===== config.mk =====
export PLATFORM = sky130hd
export DESIGN_NAME = pattern_serializer
export DESIGN_NICKNAME = d
export VERILOG_FILES = /design/src/rtl/pattern_serializer.sv
export SDC_FILE = /design/constraint.sdc
export NUM_CORES = 1
export LEC_CHECK = 0
export ABC_CLOCK_PERIOD_IN_PS = 2400
export BUFFER_PORTS_ARGS = -buffer_cell sky130_fd_sc_hd__buf_2
export CORE_MARGIN = 8
export CORE_UTILIZATION = 55
export DETAILED_ROUTE_END_ITERATION = 6
export HOLD_SLACK_MARGIN = 0.05
export PLACE_DENSITY = 0.84
export SLEW_MARGIN = 10
export SYNTH_ARGS = -nofsm -noshare
export SYNTH_HDL_FRONTEND = slang
export SYNTH_SLANG_ARGS = --single-unit

===== constraint.sdc =====
create_clock -name clock -period 2.4 [get_ports clock]
set_clock_uncertainty 0.2 [all_clocks]
set_input_delay 0.36 -clock clock [delete_from_list [all_inputs] [get_ports clock]]
set_output_delay 0.36 -clock clock [all_outputs]
set_load 0.03 [all_outputs]

===== src/rtl/pattern_serializer.sv =====
// rtl/pattern_serializer.sv - table-driven serial pattern generator
// Shifts a WIDTH-bit table entry out one bit per clock, in one-shot or continuous mode.
module pattern_serializer #(
  parameter int WIDTH     = 8,
  parameter int DEPTH     = 8,
  parameter int SEL_W     = 3,
  parameter int CNT_W     = 3,
  parameter bit LSB_FIRST = 1'b1
) (
  input  logic             clock,
  input  logic             reset,
  input  logic             wr_en,
  input  logic [SEL_W-1:0] wr_addr,
  input  logic [WIDTH-1:0] wr_data,
  input  logic [SEL_W-1:0] sel,
  input  logic             start,
  input  logic             mode,
  input  logic             stop,
  output logic             out,
  output logic             out_valid,
  output logic             busy,
  output logic             done,
  output logic [CNT_W-1:0] bit_idx
);

  typedef enum logic {IDLE = 1'b0, SHIFT = 1'b1} state_t;

  localparam logic [SEL_W:0]   DEPTH_L  = (SEL_W+1)'(DEPTH);
  localparam logic [CNT_W-1:0] LAST_IDX = CNT_W'(WIDTH - 1);

  // Reset contents: entry idx holds its low idx+1 bits set, saturating at all-ones.
  function automatic logic [WIDTH-1:0] therm(input int idx);
    logic [WIDTH-1:0] v;
    for (int j = 0; j < WIDTH; j++) begin
      v[j] = (j <= idx);
    end
    return v;
  endfunction

  logic [WIDTH-1:0] tbl [DEPTH];
  state_t           state, state_d;
  logic [WIDTH-1:0] sreg;
  logic [CNT_W-1:0] cnt;
  logic             mode_q;
  logic             wr_ok, sel_ok, last_bit;
  logic [WIDTH-1:0] load_pat;
  logic             do_load, do_shift, do_clear;

  assign wr_ok    = wr_en && ({1'b0, wr_addr} < DEPTH_L);
  assign sel_ok   = ({1'b0, sel} < DEPTH_L);
  assign last_bit = (cnt == LAST_IDX);

  // Write-first: a same-cycle write to the selected entry is what gets loaded.
  always_comb begin
    load_pat = '0;
    if (sel_ok) begin
      if (wr_ok && (wr_addr == sel)) begin
        load_pat = wr_data;
      end else begin
        load_pat = tbl[sel];
      end
    end
  end

  always_comb begin
    state_d  = state;
    do_load  = 1'b0;
    do_shift = 1'b0;
    do_clear = 1'b0;
    case (state)
      IDLE: begin
        if (start) begin
          state_d = SHIFT;
          do_load = 1'b1;
        end
      end
      SHIFT: begin
        // stop outranks frame completion, so it also cancels a continuous reload
        if (stop) begin
          state_d  = IDLE;
          do_clear = 1'b1;
        end else if (last_bit) begin
          if (mode_q) begin
            do_load = 1'b1;
          end else begin
            state_d  = IDLE;
            do_clear = 1'b1;
          end
        end else begin
          do_shift = 1'b1;
        end
      end
      default: begin
        state_d  = IDLE;
        do_clear = 1'b1;
      end
    endcase
  end

  always_ff @(posedge clock) begin
    if (reset) begin
      for (int i = 0; i < DEPTH; i++) begin
        tbl[i] <= therm(i);
      end
    end else if (wr_ok) begin
      tbl[wr_addr] <= wr_data;
    end
  end

  always_ff @(posedge clock) begin
    if (reset) begin
      state  <= IDLE;
      sreg   <= '0;
      cnt    <= '0;
      mode_q <= 1'b0;
    end else begin
      state <= state_d;
      if (do_load) begin
        sreg <= load_pat;
        cnt  <= '0;
        if (state == IDLE) begin
          mode_q <= mode;
        end
      end else if (do_shift) begin
        sreg <= LSB_FIRST ? (sreg >> 1) : (sreg << 1);
        cnt  <= cnt + CNT_W'(1);
      end else if (do_clear) begin
        sreg <= '0;
        cnt  <= '0;
      end
    end
  end

  // sreg is cleared whenever the FSM is idle, so out idles low straight from the flop.
  assign out       = LSB_FIRST ? sreg[0] : sreg[WIDTH-1];
  assign busy      = (state == SHIFT);
  assign out_valid = busy;
  assign done      = busy && last_bit;
  assign bit_idx   = cnt;

endmodule


Word-level counts from Yosys, hierarchy flattened
Memory sizes are Yosys's and may differ from the RTL's.
Cells that the tools add are included.
{"block": "totals", "latchBits": 0, "ram_bits": 64, "n_memories": 1, "wordCells": 45, "mem_bits_ro": 0, "register_bits": 13}
{"block": "classes", "eq_ne": 2, "n_mul": 0, "magnitude_cmp": 0, "div_mod_pow": 0, "n_addsub": 1, "mux": 29, "n_reduce_logical": 7, "shifts": 0, "n_bitwise": 1}
{"memory": "tbl", "depth": 8, "width": 8, "read_ports": 1, "rd_ports_with_merged_regs": 0, "wr": 8, "line": "40", "rtl": "logic [WIDTH-1:0] tbl [DEPTH];"}
{"op": "8-bit two-way mux", "n": 5}
{"op": "1-bit two-way mux", "n": 19}
{"op": "3-bit two-way mux", "n": 3}
{"op": "8-bit OR reduction", "n": 1}
{"op": "1-bit one-hot mux with 2 select lines", "n": 2}
{"op": "3-bit by 1-bit adder with 3-bit output (second input constant)", "n": 1}
{"op": "3-bit equality test", "n": 1}
{"op": "3-bit equality test (second input constant)", "n": 1}
{"op": "3-bit nonzero test", "n": 1}
{"op": "1-bit logical AND", "n": 2}
{"op": "2-bit AND reduction", "n": 1}
{"op": "2-bit nonzero test", "n": 1}
{"op": "2-bit OR reduction", "n": 1}
{"op": "1-bit NOT", "n": 1}

Logic depth before layout (Yosys ltp)
Gate-level depths: netlist (run 1).
{"block": "depth", "ltp_word": 7, "depth_mapped": 7, "ltp_nobuf": 6}

Least setup slack after synthesis (run 1)
Ideal clock, no wire load.
{"block": "synth_timing", "path_type": "register to register", "start": "register cnt[0], in the netlist bit_idx[0]", "end": "register sreg[3]", "setup_slack_ps": 430, "path_stages_with_launch": 7, "t_arrival_ps": 1685, "path_buffers": 0, "required_ps": 2114, "period_less_slack_ps": 1970, "cell_sequence": "dfxtp_1 ha_1 ha_1 nand3b_1 a21oi_1 a221oi_1 a211oi_1"}
{"block": "synth_via", "elab_chain_cells": 6}
{"element": "from (decl)", "line": "43", "rtl": "logic [CNT_W-1:0] cnt;"}
{"element": "from (signal assigned)", "line": "126", "rtl": "cnt <= cnt + CNT_W'(1);"}
{"element": "3-bit equality test *", "line": "51", "rtl": "assign last_bit = (cnt == LAST_IDX);"}
{"element": "1-bit two-way mux", "line": "82", "rtl": "end else if (last_bit) begin"}
{"element": "1-bit two-way mux", "line": "79", "rtl": "if (stop) begin"}
{"element": "1-bit two-way mux", "line": "70", "rtl": "case (state)"}
{"element": "8-bit two-way mux", "line": "124", "rtl": "end else if (do_shift) begin"}
{"element": "8-bit two-way mux", "line": "118", "rtl": "if (do_load) begin"}
{"element": "to (signal assigned)", "line": "119", "rtl": "sreg <= load_pat;"}
{"element": "to (signal assigned)", "line": "125", "rtl": "sreg <= LSB_FIRST ? (sreg >> 1) : (sreg << 1);"}
{"element": "to (decl)", "line": "42", "rtl": "logic [WIDTH-1:0] sreg;"}
Every way passes the cells marked *; elsewhere a longest branch is shown, timed or not.
A chain may end at the register's enable or synchronous reset.

Final worst setup path (run 1)
{"block": "layout_timing", "start": "register cnt[0], in the netlist bit_idx[0]", "end": "output done"}
{"block": "layout_via", "elab_chain_cells": 2}
{"element": "3-bit equality test", "line": "51"}
{"element": "1-bit logical AND", "line": "138", "rtl": "assign done = busy && last_bit;"}
{"element": "to (decl)", "line": "22", "rtl": "output logic done,"}
No other way between the ends.

==> key figures, run 1 <==
Outcome
  – Outcome: complete, no violations

Setup path
  – Crit path required time: 1.84 ns
  – Kind of critical path: reg -> out
  – Crit-path cells: ha_1 > ha_1 > and2_1 > buf_2
  – Cell family with most CP delay: adder cells
  – Most common cell on crit path: ha_1
  – CP max FO: 4
  – CP startpoint kind: flop
  – Worst Path Arrival: 1.44 ns
  – Worst path bufs/invs: 1
  – Crit end category: output pin
  – Largest stage delay, worst path: 0.34 ns
  – Critical Path Slowest Stage Cell: dfxtp_1

Finish
  – Layout cell share with drive strength beyond 1: 0.260
  – Most frequent cells in the layout: 64 x edfxtp_1, 30 x and2_1, 30 x or3_1, 26 x buf_2, 15 x nor2_1
  – Antenna cells: 0
  – Final Non-Filler Cells: 403
  – Fin nets: 340
  – Syn-to-layout area delta: 11.8%
  – Layout fillers: 504
  – Most common cell after layout, fill and taps aside: edfxtp_1

Place
  – DPL Wire Length: 5.87 mm
  – Input/output buffers: 26
  – Placed cells: 386
  – Gp weighted congestion: 0.854
  – Dpl ws: 0.307 ns

Logic synthesis
  – Seq cells post-synth: 77
  – Synth Area in Adders: 0.00676
  – Predominant post-synthesis flop cell: edfxtp_1
  – Post-synthesis sequential area ratio: 0.590
  – Synthesized area per cell: 13.0 sq um
  – Complex-gate fraction of the synthesized area: 0.0696
  – Synth warnings: 0
  – EDFF count, synth: 64
  – Mapped Cells: 284
  – Synth area leaders: edfxtp_1 52%, mux4_2 7.9%, dfxtp_1 7.0%
  – Synthesized cell area: 3700 sq um
  – Synth top area share: 0.519
  – Post-synthesis mux area share: 0.117
  – Cell taking the most area after synthesis: edfxtp_1
  – Netlist cell types: 40
  – Syn_nets: 306
  – Asr flop ratio synth: 0
  – XOR/XNOR share of the synthesized area: 0.00710
  – Main combinational cell family by area after synthesis: simple AND/OR/NAND/NOR gates
  – Simple-gate share of the synthesized area: 0.187

Route
  – DRT antenna net count: 0
  – DRC errors left: 0
  – Vias per cell: 6.39
  – Final WL: 8.45 mm
  – Number of DRC markers in iteration 0: 338
  – Pre-antenna DRT Iters: 5
  – Wire per inst: 21.0 microns
  – Vias: 2577

Clock tree
  – Sink Count: 77
  – CTS tree: yes
  – CTS Buf Count: 9
  – CTS H-tree depth: 3
  – CTS root buf: clkbuf_8
  – Clock Path Buffers: 2
  – Clock transition at path regs: 0.08 ns
  – Clock latency on the worst-skew pair: 0.36 ns

Timing
  – Worst Max-Slew Pin Slew: 0.492 ns
  – Total negative setup slack: 0 ns
  – Period utilisation layout: 0.835
  – Hold slack final: 0.141 ns
  – Final hold vios: 0
  – Final setup viols: 0
  – RSZ-0062 raised after global routing: no
  – Min Tclk post-route: 2.00 ns
  – Fmax: 499 MHz
  – Max-slew violations: 0
  – Setup slack after layout: 0.397 ns
  – Slew headroom: 0.671

Job
  – Max-cap viol count: 0

Global routing
  – Gr ovfl total: 0
  – Global router's overall resource usage: 0.184
  – First-pass GRT wire length: 13.3 mm
  – Vias in the first global route: 2482
  – Initial antenna violation count: 0
  – Largest net degree at the start of global routing: 19

Floorplanning
  – DIE AREA: 9610 sq um
  – IO Count: 27
  – Row count: 30
  – Total core area: 6640 sq um
  – Initial core utilization: 0.557
  – Die height: 98.0 microns
  – Chip width: 98.0 microns

Power
  – PwrDens: 666 nW/um^2
  – Peak VDD IR: 0.000491 V
  – Leak Pwr: 1.50 nW

Hold path
  – HP Class: in -> reg
-- cell families after synthesis --
kind of cell / count (synthesis)
xor+xnor: 3
fa+ha+maj: 2
buf+inv: 18
compound gates: 38
flops: 77
mux: 26
simple gates: 120
-- cell usage after synthesis, types with 2 or more instances --
cell type and count:
edfxtp_1 64, and2_1 30, or3_1 30, nor2_1 15, dfxtp_1 13, mux4_2 13
a21oi_1 12, nand2b_1 10, clkbuf_1 9, nor3_1 9, mux2_2 8, nand2_1 8
or2_2 7, o21ai_0 6, a21o_1 5, buf_2 5, mux2i_1 5, a22oi_1 3
xnor2_1 3, a211oi_1 2, a221oi_1 2, a222oi_1 2, ha_1 2, nand3_1 2
nand3b_1 2, nor2b_1 2, o2bb2ai_1 2
-- where the power goes --
| part | internal [mW] | switching, mW |
|---|---|---|
| sequential | 1.53 | 0.0400 |
| clock | 0.396 | 0.468 |
| combinational | 0.139 | 0.183 |
| total | 2.07 | 0.690 |
-- stage by stage --
stage / utilization / power [mW] / instance area (sq um)
CTS: 0.623 / 2.76 / 4140
detailed placement: 0.596 / 1.92 / 3960
global route: 0.623 / 2.84 / 4140
floorplan: - / 1.79 / 3700
global placement: 0.596 / 1.91 / 3960
finish: 0.623 / 2.76 / 4140
-- worst paths after layout --
path | startpoint | to | slack [ns] | depth (start not counted)
worst max-delay path | bit_idx[0] | done | 0.40 | 4
worst min-delay path | stop | busy | 0.14 | 4
worst max register to register | bit_idx[0] | sreg[3] | 0.52 | 7
worst min register to register | mode_q | mode_q | 0.34 | 2
-- what timing repair did --
action | 4_1_cts | 5_1_grt
buffers inserted | 0 | 0
gates resized for setup | 0 | 0
endpoints found under the hold margin | 1 | 0
hold buffers | 1 | 0
-- worst register-to-register path: stages, from the launching register on --
cell and delay (ns):
dfxtp_1 0.38, ha_1 0.16, ha_1 0.20, nand3b_1 0.13, a21oi_1 0.26, buf_4 0.20, a221oi_1 0.06, a211oi_1 0.22
-- registers in the layout, summed over array words and instances (netlist names) --
signal and flops:
mode_q 1, sreg 8, busy 1, bit_idx 3, tbl 64
-- cell type report --
class | instances | area (sq um) | share of cell area
clock buffers | 11 | 141 | 0.0342
clock inverters | 5 | 27.5 | 0.00665
inverters | 1 | 3.75 | 0.000907
multi-input cells | 189 | 1430 | 0.346
flip-flops and latches | 77 | 2180 | 0.527
well taps | 80 | 100 | 0.0242
repair buffers | 40 | 250 | 0.0605
-- metal layers --
layer | track usage | up-vias | routed length [microns]
met3 | 0.0491 | 21 | 671
met2 | 0.282 | 135 | 4060
met1 | 0.233 | 1278 | 3480
met5 | 0 | - | 0
met4 | 0.0995 | 0 | 231
li1 | - | 1143 | -
Power figures use the tool's default switching activity.
==> inputs of run 2 (changes only) <==
--- a/config.mk
+++ b/config.mk
@@ -5,7 +5,8 @@
 export SDC_FILE = /design/constraint.sdc
 export NUM_CORES = 1
 export LEC_CHECK = 0
-export ABC_CLOCK_PERIOD_IN_PS = 2400
+export ABC_AREA = 1
+export ABC_CLOCK_PERIOD_IN_PS = 1900
 export BUFFER_PORTS_ARGS = -buffer_cell sky130_fd_sc_hd__buf_2
 export CORE_MARGIN = 8
 export CORE_UTILIZATION = 55
==> constraint.sdc (replaced) <==
create_clock -name clock -period 1.9 [get_ports clock]
set_clock_uncertainty 0.2 [all_clocks]
set_input_delay 0.285 -clock clock [delete_from_list [all_inputs] [get_ports clock]]
set_output_delay 0.285 -clock clock [all_outputs]
set_load 0.03 [all_outputs]
==> run 2 against run 1 <==
- die area up 0.91%
- register-to-register slack worse by 0.37 ns
- final cell count up 40%
- first-iteration DRC count down 25%
- worst hold slack worse by 0.023 ns
- synthesized cell count up 53%
- critical path type unchanged
- largest cell class unchanged
- largest power group unchanged
==> key figures, run 2 <==
Logic synthesis
  – Most frequent cell after synthesis: nand2_1
  – Post-synthesis sequential area ratio: 0.583
  – Netlist cell types: 22
  – Seq cells post-synth: 77
  – Synth area leaders: edfxtp_1 51%, nand2_1 15%, nand3_1 8.7%
  – Syn_nets: 456
  – Synth top cells by count: 148 x nand2_1, 65 x nand3_1, 64 x edfxtp_1
  – Synth warnings: 0
  – Asr flop ratio synth: 0
  – Synthesized cell area: 3740 sq um
  – Synth top area share: 0.514
  – Synthesized area per cell: 8.62 sq um
  – Predominant post-synthesis flop cell: edfxtp_1
  – Mapped Cells: 434
  – EDFF count, synth: 64
  – Cell taking the most area after synthesis: edfxtp_1

Setup path
  – Crit-path cells: ha_1 > ha_2 > nand2_1 > inv_1 > clkbuf_4
  – CP startpoint kind: flop
  – CP max FO: 4
  – Largest stage delay, worst path: 0.34 ns
  – Crit path required time: 1.41 ns
  – Crit end category: output pin
  – Worst Path Arrival: 1.34 ns
  – Critical Path Slowest Stage Cell: dfxtp_2
  – Kind of critical path: reg -> out

Finish
  – Largest Register: tbl
  – Most frequent cells in the layout: 148 x nand2_1, 65 x nand3_1, 64 x edfxtp_1, 38 x nor2_1, 30 x inv_1
  – Fin nets: 501
  – Syn-to-layout area delta: 15.3%
  – Post-route cell area: 4310 sq um
  – Max reg flops: 64
  – Layout cell share with drive strength beyond 1: 0.184
  – Most common cell after layout, fill and taps aside: nand2_1
  – Antenna cells: 0
  – Layout fillers: 549

Route
  – Number of DRC markers in iteration 0: 253
  – Vias: 3045
  – Pre-antenna DRT Iters: 5
  – Vias per cell: 5.40
  – DRT antenna net count: 0
  – Final WL: 8.58 mm
  – Wire per inst: 15.2 microns
  – DRC errors left: 0

Hold path
  – HP Class: in -> reg

Job
  – Max-cap viol count: 0

Clock tree
  – Sink Count: 77
  – Clock latency on the worst-skew pair: 0.36 ns
  – CTS H-tree depth: 3
  – Post-CTS setup buffer count: 0
  – Clock transition at path regs: 0.08 ns
  – CTS Buf Count: 9
  – CTS root buf: clkbuf_8
  – Clock Path Buffers: 2
  – CTS tree: yes

Floorplanning
  – Total core area: 6680 sq um
  – Row count: 30
  – Die height: 98.5 microns
  – Chip width: 98.5 microns
  – DIE AREA: 9700 sq um
  – Initial core utilization: 0.560
  – IO Count: 27

Global routing
  – Vias in the first global route: 2914
  – Largest net degree at the start of global routing: 33
  – Global router's overall resource usage: 0.188
  – Gr ovfl total: 0
  – First-pass GRT wire length: 14.2 mm
  – Initial antenna violation count: 0

Timing
  – Total negative setup slack: 0 ns
  – Period utilisation layout: 0.959
  – Fmax: 549 MHz
  – Final setup viols: 0
  – Worst Max-Slew Pin Slew: 0.506 ns
  – Final hold vios: 0
  – Slew headroom: 0.662
  – Min Tclk post-route: 1.82 ns
  – Max-slew violations: 0
  – RSZ-0062 raised after global routing: no

Outcome
  – Outcome: complete, no violations

Place
  – DPL Wire Length: 6.24 mm
  – Input/output buffers: 26
  – Placed Area: 4040 sq um
  – Gp weighted congestion: 0.936

Power
  – Leak Pwr: 1.80 nW
  – Peak VDD IR: 0.000449 V
  – PwrDens: 875 nW/um^2
run 2: changes by cell type in the layout (fill, tap and decap cells not counted), moves of 8 or more:
cell,previous run,this run
inv_2,0,11
and2_1,30,0
nand2_1,8,148
nand3_1,2,65
clkinv_1,0,9
mux4_2,13,0
inv_1,1,30
mux2_2,8,0
nor3_1,9,0
or3_1,30,0
nand2b_1,10,0
nor2_1,15,38
run 2: worst max-delay path: cells and delay by family (launching register included):
kind | cells | cell delay, ns
simple gates | 1 | 0.07
buf+inv | 2 | 0.20
fa+ha+maj | 2 | 0.38
flops | 1 | 0.34
run 2: final timing paths:
path | start | endpoint | slack [ns] | cells past startpoint
setup / recovery | bit_idx[0] | done | 0.08 | 5
hold / removal | stop | busy | 0.12 | 4
setup reg to reg | bit_idx[0] | sreg[0] | 0.15 | 8
hold reg to reg | mode_q | mode_q | 0.27 | 2
run 2: timing repair:
| item | 4_1_cts | 5_1_grt |
|---|---|---|
| hold buffers | 4 | 0 |
| setup endpoints to repair | 0 | 9 |
| hold endpoints to repair | 5 | 0 |
| resized for setup | 0 | 5 |
run 2: per-layer routing:
| metal | share of wire | GRT usage |
|---|---|---|
| met2 | 0.46 | 0.298 |
| met3 | 0.093 | 0.0599 |
| met5 | 0 | 0 |
| met4 | 0.018 | 0.0756 |
| met1 | 0.43 | 0.234 |
run 2: power by group:
group          internal [mW]  total [mW]  switching (mW)
Sequential              1.93        1.97          0.0350
Clock                  0.737        1.35           0.609
Combinational          0.147       0.460           0.313
run 2: cell type report:
type | count | area (sq um) | area share
Sequential cell | 77 | 2180 | 0.507
Multi-Input combinational cell | 292 | 1290 | 0.300
Timing Repair Buffer | 48 | 320 | 0.0743
Inverter | 51 | 196 | 0.0456
Clock buffer | 10 | 128 | 0.0296
Tap cell | 80 | 100 | 0.0232
Clock inverter | 6 | 87.6 | 0.0203
run 2: stage by stage:
stage	utilization	hold WS (ns)	setup WS, ns	std cells	power (mW)
6_report	0.645	0.118	0.0780	564	3.77
5_1_grt	0.645	0.120	0.0181	564	3.92
4_1_cts	0.643	0.110	0.0157	564	3.77
3_5_place_dp	0.605	0.265	0.0743	544	2.45
3_3_place_gp	0.605	0.254	0.103	544	2.44
2_1_floorplan	-	0.154	0.103	434	2.30
run 2: logic make-up (layout without fill, tap and decap cells):
kind of cell	count (synthesis)	after routing	share of synthesized area
and+or+nand+nor	266	266	0.305
DFF	77	77	0.583
buffers and inverters	65	115	0.0726
AOI/OAI and AO/OA	24	24	0.0324
adders and majority gates	2	2	0.00669
==> inputs of run 3 (changes only) <==
--- a/config.mk
+++ b/config.mk
@@ -10,6 +10,7 @@
 export BUFFER_PORTS_ARGS = -buffer_cell sky130_fd_sc_hd__buf_2
 export CORE_MARGIN = 8
 export CORE_UTILIZATION = 55
+export CTS_BUF_LIST = sky130_fd_sc_hd__clkbuf_8
 export DETAILED_ROUTE_END_ITERATION = 6
 export HOLD_SLACK_MARGIN = 0.05
 export PLACE_DENSITY = 0.84
==> run 3 against run 2 <==
- register-to-register slack about the same
- largest power group unchanged
- power shrank 0.13%
- largest cell class unchanged
- sequential share of layout area is the same
- worst hold slack hardly changed
- final area unchanged
- maximum frequency is essentially flat
- critical path depth did not move
- via count about the same
- sequential power is essentially flat
- utilization did not move
==> key figures, run 3 (synthesized netlist as in run 2, its figures left out) <==
Outcome
  – Outcome: complete, no violations

Power
  – Pint: 2.81 mW
  – Sw Share: 0.254
  – Leak Pwr: 1.81 nW
  – Clk pwr share: 0.356
  – NetSw: 0.957 mW
  – Register share of total power: 0.522
  – Gate power share: 0.122
  – Overall power: 3.77 mW
  – Peak VDD IR: 0.000449 V
  – PwrDens: 874 nW/um^2

Finish
  – Fin nets: 501
  – Layout cell share with drive strength beyond 1: 0.184
  – Max reg flops: 64
  – Layout fillers: 549
  – Most common cell after layout, fill and taps aside: nand2_1
  – Core Util, Final: 0.645
  – Final Non-Filler Cells: 564
  – Post-route cell area: 4310 sq um
  – Syn-to-layout area delta: 15.3%
  – Largest Register: tbl
  – Most frequent cells in the layout: 148 x nand2_1, 65 x nand3_1, 64 x edfxtp_1, 38 x nor2_1, 31 x inv_1
  – Antenna cells: 0

Place
  – Placed Area: 4040 sq um
  – Dpl ws: 0.0743 ns
  – Input/output buffers: 26
  – DPL Wire Length: 6.24 mm
  – Gp weighted congestion: 0.936
  – Placed cells: 544

Route
  – DRC errors left: 0
  – Final WL: 8.57 mm
  – Pre-antenna DRT Iters: 5
  – Wire per inst: 15.2 microns
  – Vias per cell: 5.40
  – Number of DRC markers in iteration 0: 253
  – Vias: 3048
  – DRT antenna net count: 0

Timing
  – Final setup viols: 0
  – Total negative setup slack: 0 ns
  – Final hold vios: 0
  – Min Tclk post-route: 1.82 ns
  – Slew headroom: 0.662
  – Worst Max-Slew Pin Slew: 0.506 ns
  – Max-slew violations: 0
  – Setup slack after layout: 0.0779 ns
  – Fmax: 549 MHz
  – Hold slack final: 0.117 ns
  – Period utilisation layout: 0.959
  – RSZ-0062 raised after global routing: no

Clock tree
  – Sink Count: 77
  – Clock latency on the worst-skew pair: 0.36 ns
  – Clock Path Buffers: 2
  – CTS root buf: clkbuf_8
  – CTS H-tree depth: 3
  – Clock transition at path regs: 0.08 ns
  – CTS tree: yes
  – CTS Buf Count: 9

Job
  – Max-cap viol count: 0

Setup path
  – Worst r2r src: bit_idx[0]
  – Worst Path Arrival: 1.34 ns
  – CP startpoint kind: flop
  – Crit-path cells: ha_1 > ha_2 > nand2_1 > inv_1 > clkbuf_4
  – Crit path from: bit_idx[0]
  – Critical Path Slowest Stage Cell: dfxtp_2
  – Worst path bufs/invs: 2
  – Crit path required time: 1.41 ns
  – FF-to-FF setup slack: 0.15 ns
  – Largest stage delay, worst path: 0.34 ns
  – CP max FO: 4
  – Kind of critical path: reg -> out
  – Cell family with most CP delay: adder cells
  – Crit end category: output pin

Global routing
  – Largest net degree at the start of global routing: 33
  – Initial antenna violation count: 0
  – Gr ovfl total: 0
  – Vias in the first global route: 2914
  – First-pass GRT wire length: 14.2 mm
  – Global router's overall resource usage: 0.188

Floorplanning
  – Row count: 30
  – Initial core utilization: 0.560
  – IO Count: 27
  – DIE AREA: 9700 sq um
  – Chip width: 98.5 microns
  – Die height: 98.5 microns
  – Total core area: 6680 sq um

Hold path
  – HP Class: in -> reg
  – Min-delay src: stop
[run 3: cell types whose count changed in the layout (fill, tap and decap cells not counted)]
cell	change
clkbuf_1	-1
inv_1	+1
[run 3: final cells by class]
class                           instances  area, sq um  share of cell area
Timing Repair Buffer                   48          320              0.0743
Clock inverter                          7         91.3              0.0212
Sequential cell                        77         2180               0.507
Clock buffer                            9          124              0.0287
Multi-Input combinational cell        292         1290               0.300
Tap cell                               80          100              0.0232
Inverter                               51          196              0.0456
[run 3: final timing paths]
kind	end	depth (start not counted)
max	done	5
min	busy	4
max reg2reg	sreg[0]	8
min reg2reg	mode_q	2
[run 3: worst reg2reg max path, cell delays in order (launching register included)]
cell     delay [ns]
dfxtp_2        0.34
ha_1           0.19
ha_2           0.19
a31oi_1        0.33
nor2_4         0.12
nand2_1        0.09
inv_1          0.04
nand2_1        0.08
a21oi_1        0.07
[run 3: metal layers]
metal	vias up	track usage	share of wire
met5	-	0	0
met4	0	0.0756	0.018
met3	13	0.0599	0.093
met2	142	0.298	0.46
met1	1400	0.234	0.43
li1	1493	-	-
[run 3: timing repair]
item / 4_1_cts / 5_1_grt
setup buffers: 0 / 0
endpoints found under the setup margin: 0 / 9
hold buffers: 4 / 0
endpoints found under the hold margin: 5 / 0
gates resized for setup: 0 / 5
[run 3: power by group through the flow]
stage               combinational, mW  sequential (mW)  clock [mW]
floorplan                       0.294             2.01           0
global placement                0.433             2.00           0
detailed placement              0.441             2.01           0
CTS                             0.450             1.97        1.35
global route                    0.513             1.98        1.43
finish                          0.460             1.97        1.34
